--- src/rtl/control_display.sv ---
// Four-digit multiplexed 7-segment driver: serial double-dabble binary-to-BCD converter plus digit scanner.
// Optional macro BLANK_LEADING_ZEROS_EN disables the anode of zero digits above the most significant nonzero digit.
module control_display #(
    parameter int unsigned SCAN_DIV = 50000
) (
    input  logic        clk,
    input  logic        rst,
    input  logic [13:0] valor_in,
    input  logic        cargar_in,
    output logic        ocupado_out,
    output logic [7:0]  digito_out,
    output logic [3:0]  anodo_out
);

    typedef enum logic [1:0] {
        IDLE = 2'd0,
        CONV = 2'd1,
        FIN  = 2'd2
    } state_t;

    localparam logic [19:0] PRESC_MAX = 20'(SCAN_DIV - 1);

    state_t           state_q, state_d;
    logic [13:0]      bin_q, bin_d;
    logic [15:0]      bcd_q, bcd_d;
    logic [3:0]       iter_q, iter_d;
    logic             ovf_q, ovf_d;
    logic [3:0][7:0]  disp_q, disp_d;
    logic [19:0]      presc_q, presc_d;
    logic [1:0]       idx_q, idx_d;
    logic [3:0]       anodo_q, anodo_d;
    logic [7:0]       digito_q, digito_d;
    logic [3:0]       blank_s;
    logic [15:0]      adj_s;

    function automatic logic [15:0] dabble_adj(input logic [15:0] b);
        logic [15:0] r;
        for (int i = 0; i < 4; i++) begin
            if (b[4*i +: 4] >= 4'd5) begin
                r[4*i +: 4] = b[4*i +: 4] + 4'd3;
            end else begin
                r[4*i +: 4] = b[4*i +: 4];
            end
        end
        return r;
    endfunction

`ifdef BLANK_LEADING_ZEROS_EN
    // Overflow dashes are 8'hFF, never zero, so they are never blanked.
    function automatic logic [3:0] lead_zero_mask(input logic [3:0][7:0] d);
        logic [3:0] m;
        m[3] = (d[3] == 8'h00);
        m[2] = m[3] && (d[2] == 8'h00);
        m[1] = m[2] && (d[1] == 8'h00);
        m[0] = 1'b0;
        return m;
    endfunction
`endif

    // Conversion FSM: load, fourteen double-dabble steps, publish to the display registers.
    always_comb begin
        state_d = state_q;
        bin_d   = bin_q;
        bcd_d   = bcd_q;
        iter_d  = iter_q;
        ovf_d   = ovf_q;
        disp_d  = disp_q;
        adj_s   = dabble_adj(bcd_q);
        case (state_q)
            IDLE: begin
                if (cargar_in) begin
                    bin_d   = valor_in;
                    bcd_d   = 16'h0000;
                    iter_d  = 4'd0;
                    ovf_d   = (valor_in > 14'd9999);
                    state_d = CONV;
                end else begin
                    state_d = IDLE;
                end
            end
            CONV: begin
                {bcd_d, bin_d} = {adj_s[14:0], bin_q, 1'b0};
                iter_d         = iter_q + 4'd1;
                if (iter_q == 4'd13) begin
                    state_d = FIN;
                end else begin
                    state_d = CONV;
                end
            end
            FIN: begin
                if (ovf_q) begin
                    disp_d = {4{8'hFF}};
                end else begin
                    for (int i = 0; i < 4; i++) begin
                        disp_d[i] = {4'h0, bcd_q[4*i +: 4]};
                    end
                end
                state_d = IDLE;
            end
            default: begin
                state_d = IDLE;
            end
        endcase
    end

    // Free-running scanner; outputs are computed from next-state so the registered outputs track the index exactly.
    always_comb begin
        if (presc_q == PRESC_MAX) begin
            presc_d = 20'd0;
            idx_d   = idx_q + 2'd1;
        end else begin
            presc_d = presc_q + 20'd1;
            idx_d   = idx_q;
        end
`ifdef BLANK_LEADING_ZEROS_EN
        blank_s = lead_zero_mask(disp_d);
`else
        blank_s = 4'b0000;
`endif
        if (blank_s[idx_d]) begin
            anodo_d = 4'b1111;
        end else begin
            anodo_d = ~(4'b0001 << idx_d);
        end
        digito_d = disp_d[idx_d];
    end

    // State and output registers.
    always_ff @(posedge clk or posedge rst) begin
        if (rst) begin
            state_q  <= IDLE;
            bin_q    <= 14'd0;
            bcd_q    <= 16'h0000;
            iter_q   <= 4'd0;
            ovf_q    <= 1'b0;
            disp_q   <= {4{8'h00}};
            presc_q  <= 20'd0;
            idx_q    <= 2'd0;
            anodo_q  <= 4'b1110;
            digito_q <= 8'h00;
        end else begin
            state_q  <= state_d;
            bin_q    <= bin_d;
            bcd_q    <= bcd_d;
            iter_q   <= iter_d;
            ovf_q    <= ovf_d;
            disp_q   <= disp_d;
            presc_q  <= presc_d;
            idx_q    <= idx_d;
            anodo_q  <= anodo_d;
            digito_q <= digito_d;
        end
    end

    assign ocupado_out = (state_q != IDLE);
    assign anodo_out   = anodo_q;
    assign digito_out  = digito_q;

endmodule

--- config.mk ---
export PLATFORM = sky130hd
export DESIGN_NAME = control_display
export DESIGN_NICKNAME = d
export VERILOG_FILES = /design/src/rtl/control_display.sv
export SDC_FILE = /design/constraint.sdc
export NUM_CORES = 1
export LEC_CHECK = 0
export CORE_AREA = 2 2 85 169
export CTS_CLUSTER_SIZE = 24
export DETAILED_ROUTE_END_ITERATION = 10
export DIE_AREA = 0 0 87 171
export GPL_ROUTABILITY_DRIVEN = 0
export HOLD_SLACK_MARGIN = 0.12
export PLACE_DENSITY = 0.52
export SYNTH_ARGS = -nofsm -noshare
export SYNTH_HDL_FRONTEND = slang
export SYNTH_SLANG_ARGS = --single-unit
--- constraint.sdc ---
create_clock -name clk -period 6.1 [get_ports clk]
set_clock_uncertainty 0.05 [all_clocks]
set_input_delay 1.525 -clock clk [delete_from_list [all_inputs] [get_ports clk]]
set_output_delay 1.525 -clock clk [all_outputs]
set_load 0.05 [all_outputs]
# --- Word-level counts from Yosys, hierarchy flattened ---
# Cells that the tools add are included.
word_totals:
  regBits: 103
  elab_cells: 60
  inputBits: 17
classes:
  n_shift: 1
  eq_ne: 5
  n_bitwise: 1
  add_sub_neg: 7
  n_lt_le_gt_ge: 6
  muxes: 22
  n_reduce_logical: 5
op_table:
  columns: ["operator", "n"]
  rows:
  - ["32-bit 2-to-1 mux", 2]
  - ["16-bit one-hot mux with 2 select lines", 1]
  - ["14-bit one-hot mux with 2 select lines", 1]
  - ["20-bit by 1-bit adder with 20-bit output (second input constant)", 1]
  - ["20-bit by 16-bit == test with 1-bit output (second input constant)", 1]
  - ["20-bit 2-to-1 mux", 1]
  - ["4-bit 2-to-1 mux", 5]
  - ["8-bit binary-select mux with 2-bit select", 1]
  - ["4-bit by 3-bit >= comparator with 1-bit output (second input constant)", 4]
  - ["16-bit 2-to-1 mux", 1]
  - ["14-bit > comparator (second input constant)", 1]
  - ["14-bit 2-to-1 mux", 1]
  - ["4-bit by 2-bit adder with 4-bit output (second input constant)", 3]
  - ["8-bit 2-to-1 mux", 1]
  - ["4-bit one-hot mux with 2 select lines", 1]
  - ["4-bit by 1-bit adder with 4-bit output (second input constant)", 1]
  - ["4-bit == test (second input constant)", 1]
  - ["2-bit 2-to-1 mux", 2]
  - ["4-bit inverter", 1]
  - ["2-bit one-hot mux with 2 select lines", 1]
  - ["2-bit AND reduction", 2]
  - ["2-bit nonzero test", 2]
  - ["1-bit by 2-bit left shift with 4-bit output (first input constant)", 1]
  - ["3-bit by 2-bit adder with 3-bit output (second input constant)", 1]
  - ["9 further kinds", 10]

# --- Depth between registers and ports, before layout ---
# Gate-level depths: netlist of run 1.
depth:
  depth_word: 5
  depth_mapped: 8
  depth_no_buf: 8

# --- Worst setup path after synthesis of run 1 ---
# Ideal clock, no wire load.
synth_path:
  path_type: "in2reg"
  from: "input port cargar_in"
  to: "register bin_q[10]"
  stages: 5
  arrival_time_ns: 2.236
  setup_time_ns: 0.072
  required_time_ns: 5.978
  path_slack_ns: 3.742
  cell_sequence: "nand2_1 -> nand2_1 -> buf_1 -> nor2_1 -> nor2_1"
synth_between:
  elab_chain_len: 2
synth_rtl:
  columns: ["element", "line", "text"]
  rows:
  - ["from (decl)", "9", "input logic cargar_in,"]
  - ["2-bit inequality test (no line)", null, null]
  - ["2-bit AND reduction (no line)", null, null]
  - ["to (signal assigned)", "143", "bin_q <= bin_d;"]
  - ["to (decl)", "24", "logic [13:0] bin_q, bin_d;"]
# Every way passes these cells.
# A chain may end at the register's enable or synchronous reset.

# --- Worst setup path after layout of run 1 ---
layout_path:
  from: "register state_q[1]"
  to: "output port ocupado_out"
layout_between:
  elab_chain_len: 1
layout_rtl:
  columns: ["element", "line", "text"]
  rows:
  - ["from (decl)", "23", "state_t state_q, state_d;"]
  - ["from (signal assigned)", "142", "state_q <= state_d;"]
  - ["2-bit nonzero test", "155", "assign ocupado_out = (state_q != IDLE);"]
  - ["to (decl)", "10", "output logic ocupado_out,"]
# Every way passes these cells.

==> results.json, run 1 <==
{
  "period_share": 0.5443,
  "netlist.top_cell.by_area": "dfrtp_1",
  "grtUsageTotal": 0.1336,
  "pre_cts_slack_ps": 2683,
  "clock_path_buffers": 2,
  "wl_per_cell_um": 14.02,
  "slew_violations": 0,
  "area_growth_pct": 15.03,
  "hold_violations": 0,
  "finalCriticalPeriod_ps": 3320,
  "syn_area_um2": 4663,
  "power_leakage_uw": 0.002399,
  "setup_violations": 0,
  "worstMarginPinSlew_ps": 1026,
  "numCtsBuffers": 9,
  "cts_hold_buffers": 0,
  "p_per_area_nw_per_um2": 423.1,
  "syn_inst": 453,
  "hold_class": "register to register",
  "viasPerCell": 4.956,
  "drive_gt1_frac": 0.08333,
  "arrival_ps": 1750,
  "yosys_warnings": 0,
  "relSlewSlack": 0.3163,
  "drcViolationCount": 0,
  "placed_cell_area_um2": 5082,
  "path_clk_slew_ps": 70,
  "grt_pass1_vias": 3173,
  "ys_types": 41,
  "cp-end-kind": "output pin",
  "num_vias": 3157,
  "synth_fp_nets": 481,
  "ys_seq_area_frac": 0.5535,
  "drt-pass1-iter-count": 4,
  "core_area_um2": 13660,
  "antenna_found_initial": 0,
  "clock-sinks": 103,
  "critPathKind": "register to output pin",
  "cts_tree": "done",
  "grt_overflow": 0,
  "worst_ep_required_time_ps": 4530,
  "clock_latency_ps": 340,
  "ys_ff_latch": 103,
  "syn_area_per_cell_um2": 10.29,
  "n_fill_cell": 1347,
  "multi_input_area_um2": 1912,
  "status": "complete, no violations",
  "drv_cap": 0,
  "final_common_cell": "dfrtp_1",
  "rows": 61,
  "fin_hold_ws_ps": 409.0,
  "hpwl_um": 5710,
  "io_pins": 30,
  "ir_worst_vdd_mv": 0.2652,
  "routed_wl_um": 8932,
  "post_cts_resized": 0,
  "yosysTopAreaCellShare": 0.5366,
  "die_h_um": 171,
  "ys_async_sr_fraction": 1.000,
  "worst_slack_ps": 2780,
  "fmax_ghz": 0.3012,
  "die_w_um": 87,
  "antenna_left": 0,
  "synthTopCellsByArea": "dfrtp_1 54%, mux2i_1 5.2%, nand2_1 5.0%",
  "start_kind": "register",
  "cts_setup_buffers": 0,
  "synth_edf_count": 0,
  "clock-root-buffer": "clkbuf_16",
  "synth_top_flop_cell": "dfrtp_1",
  "insertedDiodeCount": 0,
  "htree_levels": 3,
  "tns_ps": 0,
  "grt_max_degree": 60,
  "initial_core_util": 0.3413,
  "fin_area_um2": 5364,
  "nNetsFinal": 503,
  "grt_pass1_wl_um": 15710,
  "layout_common_cells": "100 x dfrtp_1, 62 x nand2_1, 57 x nor2_1, 29 x clkdlybuf4s50_1",
  "rsz0062_at_grt": "no",
  "io_buffers": 29,
  "dieArea_um2": 14880,
  "crit_fanout": 5,
  "drt-initial-drc-count": 139,
  "regArea_um2": 2581,
  "finalPower_uw": 2270
}
## synthesized netlist by cell type (2+ instances only)
master / number
nor3b_1: 2
inv_1: 14
and3_1: 3
o22ai_1: 12
clkbuf_1: 16
o21ai_2: 8
nand2_1: 62
xor2_1: 6
buf_1: 2
nor2_1: 57
dfstp_2: 3
buf_2: 3
nand3_1: 28
a32o_1: 4
o31ai_1: 6
dfrtp_1: 100
and2_1: 2
nor2b_1: 4
a21oi_1: 10
mux2i_1: 24
ha_1: 11
o21ai_1: 28
xnor2_1: 16
o21ai_0: 4
nand4_1: 6
nand2b_1: 7
## cells by family after synthesis
kind of cell,after synthesis,synth area share
DFF,103,0.5535
buffers and inverters,37,0.03703
AOI/OAI and AO/OA,73,0.09632
adders and majority gates,11,0.02951
muxes,24,0.05152
xor gates and xnor gates,23,0.04722
and+or+nand+nor,182,0.1849
## registers in the layout, indices dropped and copies added, names as in the netlist
signal and count:
anodo_out 4, bcd_q 16, bin_q 14, digito_out 8, disp_q 32, idx_q 2, iter_q 4, ovf_q 1
presc_q 20, state_q 2
## per-layer routing
metal / up-vias / part of all wire / global-route usage
met3: 8 / 0.032 / 0.03087
met4: 0 / 0.013 / 0.04891
met1: 1512 / 0.49 / 0.1855
met5: - / 0 / 0
li1: 1590 / - / -
met2: 47 / 0.46 / 0.2021
## report_power, final
part           switching (uW)  total (uW)  internal [uW]
Combinational             437         724            288
Sequential                138        1000            862
Clock                     264         545            281
Total                     839        2270           1430
## critical path, stage by stage, from the launching register on
cell	delay (ps)
dfrtp_1	420
nor2_1	220
inv_1	60
clkdlybuf4s50_1	700
## worst paths after layout
path / start / end / slack (ps) / depth (start not counted)
max: state_q[1] / ocupado_out / 2780 / 3
min reg2reg: presc_q[0] / presc_q[0] / 410 / 1
min in group asynchronous: rst / bin_q[4] / 1610 / 2
min: presc_q[0] / presc_q[0] / 410 / 1
max reg2reg: presc_q[0] / digito_out[1] / 3590 / 7
max in group asynchronous: rst / anodo_out[2] / 3360 / 3
## metrics by stage
step,util,instances
5_1_grt,0.3926,637
4_1_cts,0.3926,637
3_5_place_dp,0.3720,621
3_3_place_gp,0.3720,621
6_report,0.3926,637
2_1_floorplan,-,453
## area by class of cell
| type | count | share of cell area |
|---|---|---|
| multi-input cells | 313 | 0.3564 |
| well taps | 157 | 0.03662 |
| flip-flops and latches | 103 | 0.4812 |
| repair buffers | 33 | 0.05972 |
| inverters | 15 | 0.01353 |
| clock inverters | 7 | 0.01050 |
| clock buffers | 9 | 0.04199 |
(Power assumes the default switching activity.)
==> inputs of run 2 (changes only) <==
==> constraint.sdc (replaced) <==
create_clock -name clk -period 3.1 [get_ports clk]
set_clock_uncertainty 0.05 [all_clocks]
set_input_delay 0.775 -clock clk [delete_from_list [all_inputs] [get_ports clk]]
set_output_delay 0.775 -clock clk [all_outputs]
set_load 0.05 [all_outputs]
==> run 2 against run 1 <==
Global-route usage shrank 0.22 points. Largest power group unchanged. Final cell count grew 0.63%. Wire length shrank 1.2%.
==> results.json, run 2 (synthesis gave the netlist of run 1 again) <==
{
  "setup_violations": 0,
  "num_vias": 3151,
  "fin_util": 0.3969,
  "n_fill_cell": 1352,
  "regToRegSetupSlack_ps": 720,
  "finalCriticalPeriod_ps": 2569,
  "path_cells": "nor2_1, inv_1, clkdlybuf4s50_1",
  "grt_pass1_vias": 3144,
  "area_growth_pct": 16.29,
  "fin_area_um2": 5423,
  "status": "complete, no violations",
  "clock_latency_ps": 350,
  "ir_worst_vdd_mv": 0.5982,
  "worst_ep_required_time_ps": 2270,
  "grt_max_degree": 104,
  "io_buffers": 29,
  "p_per_area_nw_per_um2": 833.3,
  "regMostFlops": "disp_q",
  "use_met2": 0.1945,
  "viasPerCell": 4.916,
  "final_common_cell": "dfrtp_1",
  "fmax_ghz": 0.3892,
  "power_leakage_uw": 0.002433,
  "finalPower_uw": 4519,
  "worstMarginPinSlew_ps": 965.9,
  "hold_class": "register to register",
  "nNetsFinal": 507,
  "tns_ps": 0,
  "crit_slowest_cell": "clkdlybuf4s50_1",
  "period_share": 0.8288,
  "cts_tree": "done",
  "drt-pass1-iter-count": 4,
  "core_area_um2": 13660,
  "die_h_um": 171,
  "path_clk_slew_ps": 70,
  "drcViolationCount": 0,
  "slowest_delay_ps": 700,
  "drv_cap": 0,
  "initial_core_util": 0.3413,
  "wl_per_cell_um": 13.77,
  "grt_pass1_wl_um": 15460,
  "clock-root-buffer": "clkbuf_16",
  "rows": 61,
  "cp-end-kind": "output pin",
  "clock_path_buffers": 2,
  "grt_overflow": 0,
  "numCtsBuffers": 9,
  "antenna_left": 0,
  "cts_setup_buffers": 0,
  "routed_wl_um": 8828,
  "busiest_layer": "met2",
  "die_w_um": 87,
  "hold_violations": 0,
  "arrival_ps": 1740,
  "crit_fanout": 5,
  "clock-sinks": 103,
  "slew_violations": 0,
  "antenna_found_initial": 0,
  "layout_common_cells": "100 x dfrtp_1, 62 x nand2_1, 57 x nor2_1, 29 x clkdlybuf4s50_1",
  "grt_use_met3": 0.02074,
  "drt-initial-drc-count": 112,
  "drive_gt1_frac": 0.08884,
  "post_cts_resized": 0,
  "rsz0062_at_grt": "no",
  "hpwl_um": 5757,
  "dieArea_um2": 14880,
  "largest_reg_flops": 32,
  "insertedDiodeCount": 0,
  "grtUsageMet1": 0.1841,
  "placed_cell_area_um2": 5126,
  "cts_hold_buffers": 0,
  "largestRegisters": "disp_q x32, presc_q x20, bcd_q x16",
  "grtUsageTotal": 0.1314,
  "critPathKind": "register to output pin",
  "relSlewSlack": 0.3560,
  "io_pins": 30,
  "htree_levels": 3,
  "start_kind": "register"
}
==> run 2: final cells by class <==
class                   count  area [um^2]  share of cell area
flip-flops and latches    103         2581              0.4760
multi-input cells         313         1912              0.3526
clock inverters             2        12.51            0.002307
repair buffers             37        362.8             0.06691
well taps                 157        196.4             0.03623
inverters                  15        73.82             0.01361
clock buffers              14        284.0             0.05238
==> run 2: final timing paths <==
check / from / to / cells past startpoint
setup / recovery: state_q[1] / ocupado_out / 3
hold / removal: presc_q[0] / presc_q[0] / 1
setup reg to reg: presc_q[0] / digito_out[1] / 7
hold reg to reg: presc_q[0] / presc_q[0] / 1
max in group asynchronous: rst / anodo_out[2] / 3
min in group asynchronous: rst / bin_q[4] / 3
==> run 2: critical path, delay by kind of cell (launching register included) <==
family / cells / cell delay [ps]
buffers and inverters: 2 / 760
flip-flops: 1 / 430
AND/OR/NAND/NOR: 1 / 210
==> run 2: per-layer routing <==
layer | wire length [um] | up-vias | part of all wire
li1 | - | 1593 | -
met1 | 4351 | 1508 | 0.49
met2 | 4048 | 39 | 0.46
met3 | 230 | 11 | 0.026
met4 | 197 | 0 | 0.022
met5 | 0 | - | 0
==> run 2: per-stage QoR <==
stage | setup slack (ps) | instances | hold WS, ps
3_5_place_dp | 663.5 | 625 | 398.9
6_report | 530.6 | 641 | 403.0
2_1_floorplan | 989.5 | 453 | 373.9
4_1_cts | 521.5 | 641 | 407.7
3_3_place_gp | 761.9 | 625 | 383.7
5_1_grt | 444.6 | 641 | 432.0
==> run 2: report_power, final <==
group          switching [uW]  internal, uW
Combinational             888           586
Sequential                232          1700
Clock                     483           632
==> inputs of run 3 (changes only) <==
--- a/config.mk
+++ b/config.mk
@@ -11,7 +11,7 @@
 export DIE_AREA = 0 0 87 171
 export GPL_ROUTABILITY_DRIVEN = 0
 export HOLD_SLACK_MARGIN = 0.12
-export PLACE_DENSITY = 0.52
+export PLACE_DENSITY = 0.54
 export SYNTH_ARGS = -nofsm -noshare
 export SYNTH_HDL_FRONTEND = slang
 export SYNTH_SLANG_ARGS = --single-unit
==> constraint.sdc (replaced) <==
create_clock -name clk -period 2.1 [get_ports clk]
set_clock_uncertainty 0.05 [all_clocks]
set_input_delay 0.525 -clock clk [delete_from_list [all_inputs] [get_ports clk]]
set_output_delay 0.525 -clock clk [all_outputs]
set_load 0.05 [all_outputs]
==> run 3 against run 2 <==
Global-route usage is 0.22 points lower. Register-to-register slack worse by 620 ps. Sequential share of layout area is 1.3 points lower. Wire length is 0.51% lower. Critical path depth is 2 lower. Non-clock buffer count is 20 higher. Core utilization is 1.1 points higher. Sequential power is 51% higher. Via count is 1.5% higher. First-iteration DRC count is 28% higher. Power is 46% higher. Final cell count is 3.1% higher. Critical endpoint is now digito_out[0]. Largest cell class unchanged. Highest routed layer unchanged.
==> results.json, run 3 (synthesis gave the netlist of run 1 again) <==
{
  "status": "complete, no violations",
  "path_cells": "clkdlybuf4s50_1",
  "drive_gt1_frac": 0.1429,
  "crit_slowest_cell": "clkdlybuf4s50_1",
  "rsz0062_at_grt": "yes",
  "rows": 61,
  "hpwl_um": 6072,
  "crit_family": "buffers and inverters",
  "die_w_um": 87,
  "regMostFlops": "disp_q",
  "power_leakage_uw": 0.002530,
  "drt-initial-drc-count": 143,
  "cts_hold_buffers": 0,
  "area_growth_pct": 19.48,
  "worst_ep_required_time_ps": 1520,
  "path_clk_slew_ps": 70,
  "wl_per_cell_um": 13.29,
  "start_kind": "register",
  "largest_reg_flops": 32,
  "multi_input_area_um2": 1938,
  "cts_tree": "done",
  "cp-end-kind": "output pin",
  "clock-sinks": 103,
  "pre_cts_slack_ps": -8.818,
  "drt-pass1-iter-count": 6,
  "htree_levels": 3,
  "relSlewSlack": 0.6188,
  "nNetsFinal": 527,
  "p_per_area_nw_per_um2": 1186,
  "slowest_delay_ps": 800,
  "grt_overflow": 0,
  "io_buffers": 29,
  "core_area_um2": 13660,
  "clock_latency_ps": 340,
  "routed_wl_um": 8783,
  "worst_slack_ps": 36.98,
  "drcViolationCount": 0,
  "grtUsageTotal": 0.1292,
  "critPathKind": "register to output pin",
  "slew_violations": 0,
  "layout_common_cells": "100 x dfrtp_1, 62 x nand2_1, 57 x nor2_1, 32 x buf_4",
  "crit_buf_inv": 1,
  "die_h_um": 171,
  "arrival_ps": 1490,
  "grt_max_degree": 67,
  "viasPerCell": 4.838,
  "cts_setup_buffers": 0,
  "setup_violations": 0,
  "hold_violations": 0,
  "antenna_found_initial": 0,
  "n_fill_cell": 1328,
  "clock_path_buffers": 2,
  "final_common_cell": "dfrtp_1",
  "fmax_ghz": 0.4847,
  "ir_worst_vdd_mv": 0.7704,
  "hold_class": "input port to asynchronous set/reset pin",
  "crit_fanout": 1,
  "regArea_um2": 2581,
  "grt_pass1_vias": 3161,
  "worstMarginPinSlew_ps": 571.8,
  "antenna_left": 0,
  "fin_util": 0.4078,
  "dieArea_um2": 14880,
  "initial_core_util": 0.3413,
  "num_vias": 3198,
  "numCtsBuffers": 9,
  "clock-root-buffer": "clkbuf_16",
  "grt_pass1_wl_um": 15370,
  "drv_cap": 0,
  "io_pins": 30,
  "period_share": 0.9824,
  "insertedDiodeCount": 0,
  "finalCriticalPeriod_ps": 2063,
  "largestRegisters": "disp_q x32, presc_q x20, bcd_q x16"
}
==> run 3: cell count changes in the layout (fill, tap and decap cells not counted), sizes merged <==
cell           before  now
buf                 8   34
inv                13   15
clkinv              1    3
clkbuf             14    9
clkinvlp            2    3
clkdlybuf4s50      29   22
dlygate4sd2         0    1
==> run 3: cell type report <==
type | count | share of cell area
Tap cell | 157 | 0.03526
Sequential cell | 103 | 0.4633
Timing Repair Buffer | 57 | 0.09140
Clock buffer | 9 | 0.04042
Inverter | 15 | 0.01325
Multi-Input combinational cell | 313 | 0.3479
Clock inverter | 7 | 0.008534
==> run 3: stage by stage <==
step	cells	hold slack (ps)	TNS (ps)	power [uW]	instance area (um^2)
after global routing	661	401.2	-425.4	7137	5572
after CTS	661	386.8	0	6710	5563
final	661	390.3	0	6606	5572
after detailed placement	645	405.3	-17.57	5137	5291
after floorplan	453	388.7	-70.43	4514	4684
after global placement	645	406.7	0	5095	5291
==> run 3: path summary, 6_finish.rpt <==
path                       slack [ps]     startpoint             to  cells past startpoint
hold / removal                    390            rst       bin_q[6]                      2
min in group clk                  420      disp_q[1]      disp_q[1]                      2
hold reg to reg                   420      disp_q[1]      disp_q[1]                      2
setup / recovery                   40  digito_out[0]  digito_out[0]                      1
setup reg to reg                  100    presc_q[11]  digito_out[6]                      7
max in group asynchronous        1030            rst     disp_q[17]                      3
==> run 3: timing repair <==
action	CTS	global route
gates cloned	0	0
endpoints found under the setup margin	6	8
pin swaps	1	0
resized for setup	1	1
==> run 3: per-layer routing <==
metal	vias up	track usage	routed length, um
li1	1635	-	-
met2	35	0.2025	4122
met1	1519	0.1755	4335
met3	9	0.01447	185
met5	-	0	0
met4	0	0.06318	139
==> run 3: power by group <==
group          internal [uW]  total (uW)  switching [uW]  leakage [uW]
Clock                    806        1550             743      0.000132
Combinational            888        2150            1260       0.00110
Sequential              2500        2910             402       0.00130
Total                   4200        6610            2410       0.00253
